<file path="src/rtl/cpu_sequencer.sv">
// Phase sequencer for the 8-phase accumulator CPU: RUN/HALTED FSM, memory stall handshake, bus timeout.
// Strobes are combinational from phase/opcode/zero; stall points hold phase until mem_rdy, timeout raises bus_err.
module cpu_sequencer #(
    parameter int TIMEOUT = 15,
    parameter int WAIT_W  = 4
) (
    input  logic       clk,
    input  logic       rst_n,
    input  logic [2:0] opcode,
    input  logic       zero,
    input  logic       mem_rdy,
    input  logic       go,
    output logic       sel,
    output logic       rd,
    output logic       ld_ir,
    output logic       inc_pc,
    output logic       halt,
    output logic       ld_pc,
    output logic       data_e,
    output logic       ld_ac,
    output logic       wr,
    output logic [2:0] phase,
    output logic       halted,
    output logic       bus_err
);

    typedef enum logic {RUN, HALTED} state_t;

    localparam logic [2:0] OP_HLT = 3'd0;
    localparam logic [2:0] OP_SKZ = 3'd1;
    localparam logic [2:0] OP_ADD = 3'd2;
    localparam logic [2:0] OP_AND = 3'd3;
    localparam logic [2:0] OP_XOR = 3'd4;
    localparam logic [2:0] OP_LDA = 3'd5;
    localparam logic [2:0] OP_STO = 3'd6;
    localparam logic [2:0] OP_JMP = 3'd7;

    localparam bit              TO_EN     = (TIMEOUT != 0);
    localparam logic [WAIT_W-1:0] WAIT_LAST = WAIT_W'(TIMEOUT - 1);

    state_t            state, state_nxt;
    logic [2:0]        phase_q, phase_nxt;
    logic [WAIT_W-1:0] wait_cnt, wait_nxt;
    logic              bus_err_q, bus_err_nxt;
    logic              memop, is_sto, stall_pt;

    assign memop    = (opcode == OP_ADD) || (opcode == OP_AND) ||
                      (opcode == OP_XOR) || (opcode == OP_LDA);
    assign is_sto   = (opcode == OP_STO);
    assign stall_pt = (phase_q == 3'd3) || ((phase_q == 3'd7) && (memop || is_sto));

    always_ff @(posedge clk or negedge rst_n) begin
        if (!rst_n) begin
            state     <= RUN;
            phase_q   <= 3'd0;
            wait_cnt  <= '0;
            bus_err_q <= 1'b0;
        end else begin
            state     <= state_nxt;
            phase_q   <= phase_nxt;
            wait_cnt  <= wait_nxt;
            bus_err_q <= bus_err_nxt;
        end
    end

    always_comb begin
        state_nxt   = state;
        phase_nxt   = phase_q;
        wait_nxt    = wait_cnt;
        bus_err_nxt = bus_err_q;
        sel         = 1'b0;
        rd          = 1'b0;
        ld_ir       = 1'b0;
        inc_pc      = 1'b0;
        halt        = 1'b0;
        ld_pc       = 1'b0;
        data_e      = 1'b0;
        ld_ac       = 1'b0;
        wr          = 1'b0;

        case (state)
            RUN: begin
                case (phase_q)
                    3'd0: sel = 1'b1;
                    3'd1: begin
                        sel = 1'b1;
                        rd  = 1'b1;
                    end
                    3'd2, 3'd3: begin
                        sel   = 1'b1;
                        rd    = 1'b1;
                        ld_ir = 1'b1;
                    end
                    3'd4: begin
                        inc_pc = 1'b1;
                        halt   = (opcode == OP_HLT);
                    end
                    3'd5: rd = memop;
                    3'd6: begin
                        rd     = memop;
                        inc_pc = (opcode == OP_SKZ) && zero;
                        ld_pc  = (opcode == OP_JMP);
                        data_e = is_sto;
                    end
                    default: begin
                        rd     = memop;
                        ld_ac  = memop;
                        ld_pc  = (opcode == OP_JMP);
                        data_e = is_sto;
                        wr     = is_sto;
                    end
                endcase

                // mem_rdy wins over a timeout landing in the same cycle
                if ((phase_q == 3'd4) && (opcode == OP_HLT)) begin
                    state_nxt = HALTED;
                    phase_nxt = 3'd0;
                    wait_nxt  = '0;
                end else if (stall_pt && !mem_rdy) begin
                    if (TO_EN && (wait_cnt == WAIT_LAST)) begin
                        state_nxt   = HALTED;
                        bus_err_nxt = 1'b1;
                        phase_nxt   = 3'd0;
                        wait_nxt    = '0;
                    end else begin
                        wait_nxt = wait_cnt + 1'b1;
                    end
                end else begin
                    phase_nxt = phase_q + 3'd1;
                    wait_nxt  = '0;
                end
            end
            default: begin
                halt = 1'b1;
                if (go) begin
                    state_nxt   = RUN;
                    phase_nxt   = 3'd0;
                    wait_nxt    = '0;
                    bus_err_nxt = 1'b0;
                end
            end
        endcase
    end

    assign phase   = phase_q;
    assign halted  = (state == HALTED);
    assign bus_err = bus_err_q;

endmodule
</file>
<file path="config.mk">
export PLATFORM = sky130hd
export DESIGN_NAME = cpu_sequencer
export DESIGN_NICKNAME = d
export VERILOG_FILES = /design/src/rtl/cpu_sequencer.sv
export SDC_FILE = /design/constraint.sdc
export NUM_CORES = 1
export LEC_CHECK = 0
export CAP_MARGIN = 0
export CORE_MARGIN = 1
export CORE_UTILIZATION = 30
export DETAILED_ROUTE_END_ITERATION = 7
export PLACE_DENSITY = 0.57
export RECOVER_POWER = 25
export SETUP_SLACK_MARGIN = 0.4
export SLEW_MARGIN = 15
export SYNTH_ARGS = -nofsm -noshare
export SYNTH_HDL_FRONTEND = slang
export SYNTH_SLANG_ARGS = --single-unit
</file>
<file path="constraint.sdc">
create_clock -name clk -period 4.25 [get_ports clk]
set_clock_uncertainty 0.2 [all_clocks]
set_input_delay 0.425 -clock clk [delete_from_list [all_inputs] [get_ports clk]]
set_output_delay 0.425 -clock clk [all_outputs]
set_load 0.02 [all_outputs]
</file>
==> flow_metrics.py <==
metrics = {
    "status": {
        "status": "complete, no violations",
    },
    "clock_network": {
        "cts.clk_slew.worst_paths_ns": 0.06,
        "cts_tree": "built",
        "cts-root-buf": "clkbuf_4",
        "ctsResizeCount": 0,
        "cts_hold_buf": 0,
        "postCtsSetupBuffers": 0,
        "clk_latency_ns": 0.26,
        "cts_buffers": 3,
        "clockBufferDepth": 2,
        "cts-htree-levels": 1,
        "cts.sinks": 9,
    },
    "yosys": {
        "yosys.area.top_type_share_pct": 30.8,
        "syn_area_per_cell_um2": 8.71,
        "synthAdderAreaFrac_pct": 13.7,
        "yosys.area_share.simple_pct": 23.6,
        "synthesis.nets": 100,
        "synthXorXnorAreaFrac_pct": 1.20,
        "synth_cells": 84,
        "synth_flop_cell": "dfrtp_1",
        "synth-edff-count": 0,
        "seq_area_frac_synth_pct": 30.8,
        "synthArstFlopShare_pct": 100,
        "synth_cell_types": 33,
        "synth-compound-area-share_pct": 25.5,
        "synth_seq_cells": 9,
        "ys_top_cells_by_area": "dfrtp_1 (31%), ha_1 (14%), nand2_1 (4.1%)",
        "yosys-mux-area-fraction_pct": 0,
        "synth_top_family_by_area": "compound AO/OA/AOI/OAI gates",
        "synthesis.area_um2": 732,
        "ys.warnings.count": 0,
        "synth_area_leader_cell": "dfrtp_1",
    },
    "placement": {
        "dpl_cell_area_um2": 965,
        "post-dp-hpwl_mm": 1.29,
        "gp_congestion": 0.740,
        "port_buffers": 21,
    },
    "pwr": {
        "p_leak_nw": 0.400,
        "p_total_mw": 0.660,
        "ir_drop_v": 0.000357,
        "p_per_area_nw_per_um2": 666,
    },
    "routing": {
        "ant_nets": 0,
        "postRouteWirelength_mm": 1.61,
        "wl_per_cell_um": 12.0,
        "vias_per_cell": 5.00,
        "dr.pass1.iters": 4,
        "vias": 670,
        "drc": 0,
        "drt_iter0_drc": 7,
    },
    "floorplanning": {
        "die_y_um": 51.4,
        "die_area_um2": 2640,
        "io-pin-count": 22,
        "initial_utilization_pct": 32.5,
        "rows": 17,
        "floorplan.die.width_um": 51.4,
        "core_area_um2": 2250,
    },
    "critical_path": {
        "crit_type": "flop to output pin",
        "crit_required_ns": 3.62,
        "worstSetupStartpointType": "flop",
        "cp-end-kind": "output pin",
        "crit_fanout": 9,
        "arrival_ns": 2.42,
    },
    "global_route": {
        "grt_first_pass_wirelength_mm": 2.73,
        "grt_pass1_vias": 628,
        "grt_max_degree": 12,
        "overflow": 0,
        "track_usage_pct": 13.8,
        "antenna_found_initial": 0,
    },
    "job": {
        "maxCapViolations": 0,
    },
    "sta": {
        "fmax_ghz": 0.329,
        "rsz0062_at_grt": "no",
        "setup_tns_ns": 0,
        "drv_slew": 0,
        "fin_crit_sh_pct": 71.6,
        "setup_viol": 0,
        "layout_min_cycle_time_ns": 3.04,
        "tightest_slew_ns": 0.518,
        "whs_ns": 0.287,
        "hold_viol_final": 0,
        "relSlewSlack_pct": 65.4,
    },
    "cells_and_area": {
        "final_area_um2": 991,
        "n_fill_cell": 235,
        "nets": 123,
        "synthToLayoutAreaGrowth_pct": 35.4,
        "drive_above_1_share_pct": 8.49,
        "antennaDiodeCount": 0,
    },
    "min_path": {
        "hp-class": "flop to flop",
    },
}
-- flip-flops by register name, indices dropped and copies added, names as in the netlist --
signal,count
bus_err,1
halted,1
phase,3
wait_cnt,4
-- placed cells by master (no fill, tap or decap), drive strengths merged, types with 4 or more instances in the layout --
cell,Yosys,routed
clkbuf,2,4
clkdlybuf4s50,0,20
dfrtp,9,9
ha,8,8
inv,7,7
nand2,8,8
nor2,8,8
nor2b,4,4
o21ai,8,8
-- cells in the mapped netlist, types with 2 or more instances --
library cell / count
nor2_1: 7
o21ai_1: 4
nand2b_1: 3
nand3_1: 2
nand2_1: 8
nor3_1: 3
clkbuf_1: 2
nor2b_1: 4
a21oi_1: 3
dfrtp_1: 9
o21ai_0: 4
ha_1: 8
inv_1: 7
-- metrics by stage --
| stage | cells | util, % | setup WS, ns |
|---|---|---|---|
| 2_1_floorplan | 84 | - | 1.76 |
| 3_3_place_gp | 130 | 42.8 | 1.43 |
| 3_5_place_dp | 130 | 42.8 | 1.43 |
| 4_1_cts | 134 | 44.0 | 1.18 |
| 5_1_grt | 134 | 44.0 | 0.940 |
| 6_report | 134 | 44.0 | 1.21 |
-- critical path, cell delays in order (launching register included) --
cell and delay [ns]:
dfrtp_1 0.51, inv_1 0.15, ha_1 0.27, nor3_1 0.13, o21ai_0 0.09, a21oi_1 0.17, nor3b_1 0.21, clkdlybuf4s50_1 0.63
-- kinds of logic after synthesis --
kind of cell	count (synthesis)
adder cells (fa/ha/maj)	8
buffers and inverters	10
AND/OR/NAND/NOR	33
flip-flops	9
AO/OA/AOI/OAI	23
XOR/XNOR	1
-- where the power goes --
| group | internal, mW | leakage (nW) | switching [mW] | total, mW |
|---|---|---|---|---|
| Sequential | 0.109 | 0.119 | 0.0482 | 0.157 |
| Clock | 0.0362 | 0.0150 | 0.0299 | 0.0661 |
| Combinational | 0.208 | 0.266 | 0.229 | 0.437 |
| Total | 0.353 | 0.400 | 0.307 | 0.660 |
-- path summary, 6_finish.rpt --
check / start / end / slack [ns] / cells after the start
setup / recovery: phase[0]$_DFFE_PN0P_ / data_e / 1.21 / 7
hold / removal: bus_err$_DFFE_PN0P_ / bus_err$_DFFE_PN0P_ / 0.29 / 2
setup reg to reg: phase[0]$_DFFE_PN0P_ / phase[1]$_DFFE_PN0P_ / 2.24 / 5
hold reg to reg: bus_err$_DFFE_PN0P_ / bus_err$_DFFE_PN0P_ / 0.29 / 2
max in group asynchronous: rst_n / phase[0]$_DFFE_PN0P_ / 3.23 / 1
min in group asynchronous: rst_n / wait_cnt[1]$_DFFE_PN0P_ / 0.33 / 1
-- layer usage --
| layer | global-route usage [%] | vias to the layer above | wire (um) |
|---|---|---|---|
| met5 | 0 | - | 0 |
| met4 | 8.11 | 0 | 25 |
| met3 | 1.19 | 4 | 75 |
| met2 | 24.2 | 20 | 789 |
| met1 | 16.1 | 303 | 719 |
| li1 | - | 343 | - |
-- layout make-up --
class / count / area, um2 / area share, %
multi-input cells: 65 / 468 / 47.2
repair buffers: 21 / 210 / 21.2
well taps: 28 / 35.0 / 3.54
inverters: 7 / 26.3 / 2.65
clock buffers: 4 / 26.3 / 2.65
flip-flops and latches: 9 / 225 / 22.7
(Power assumes the default switching activity.)
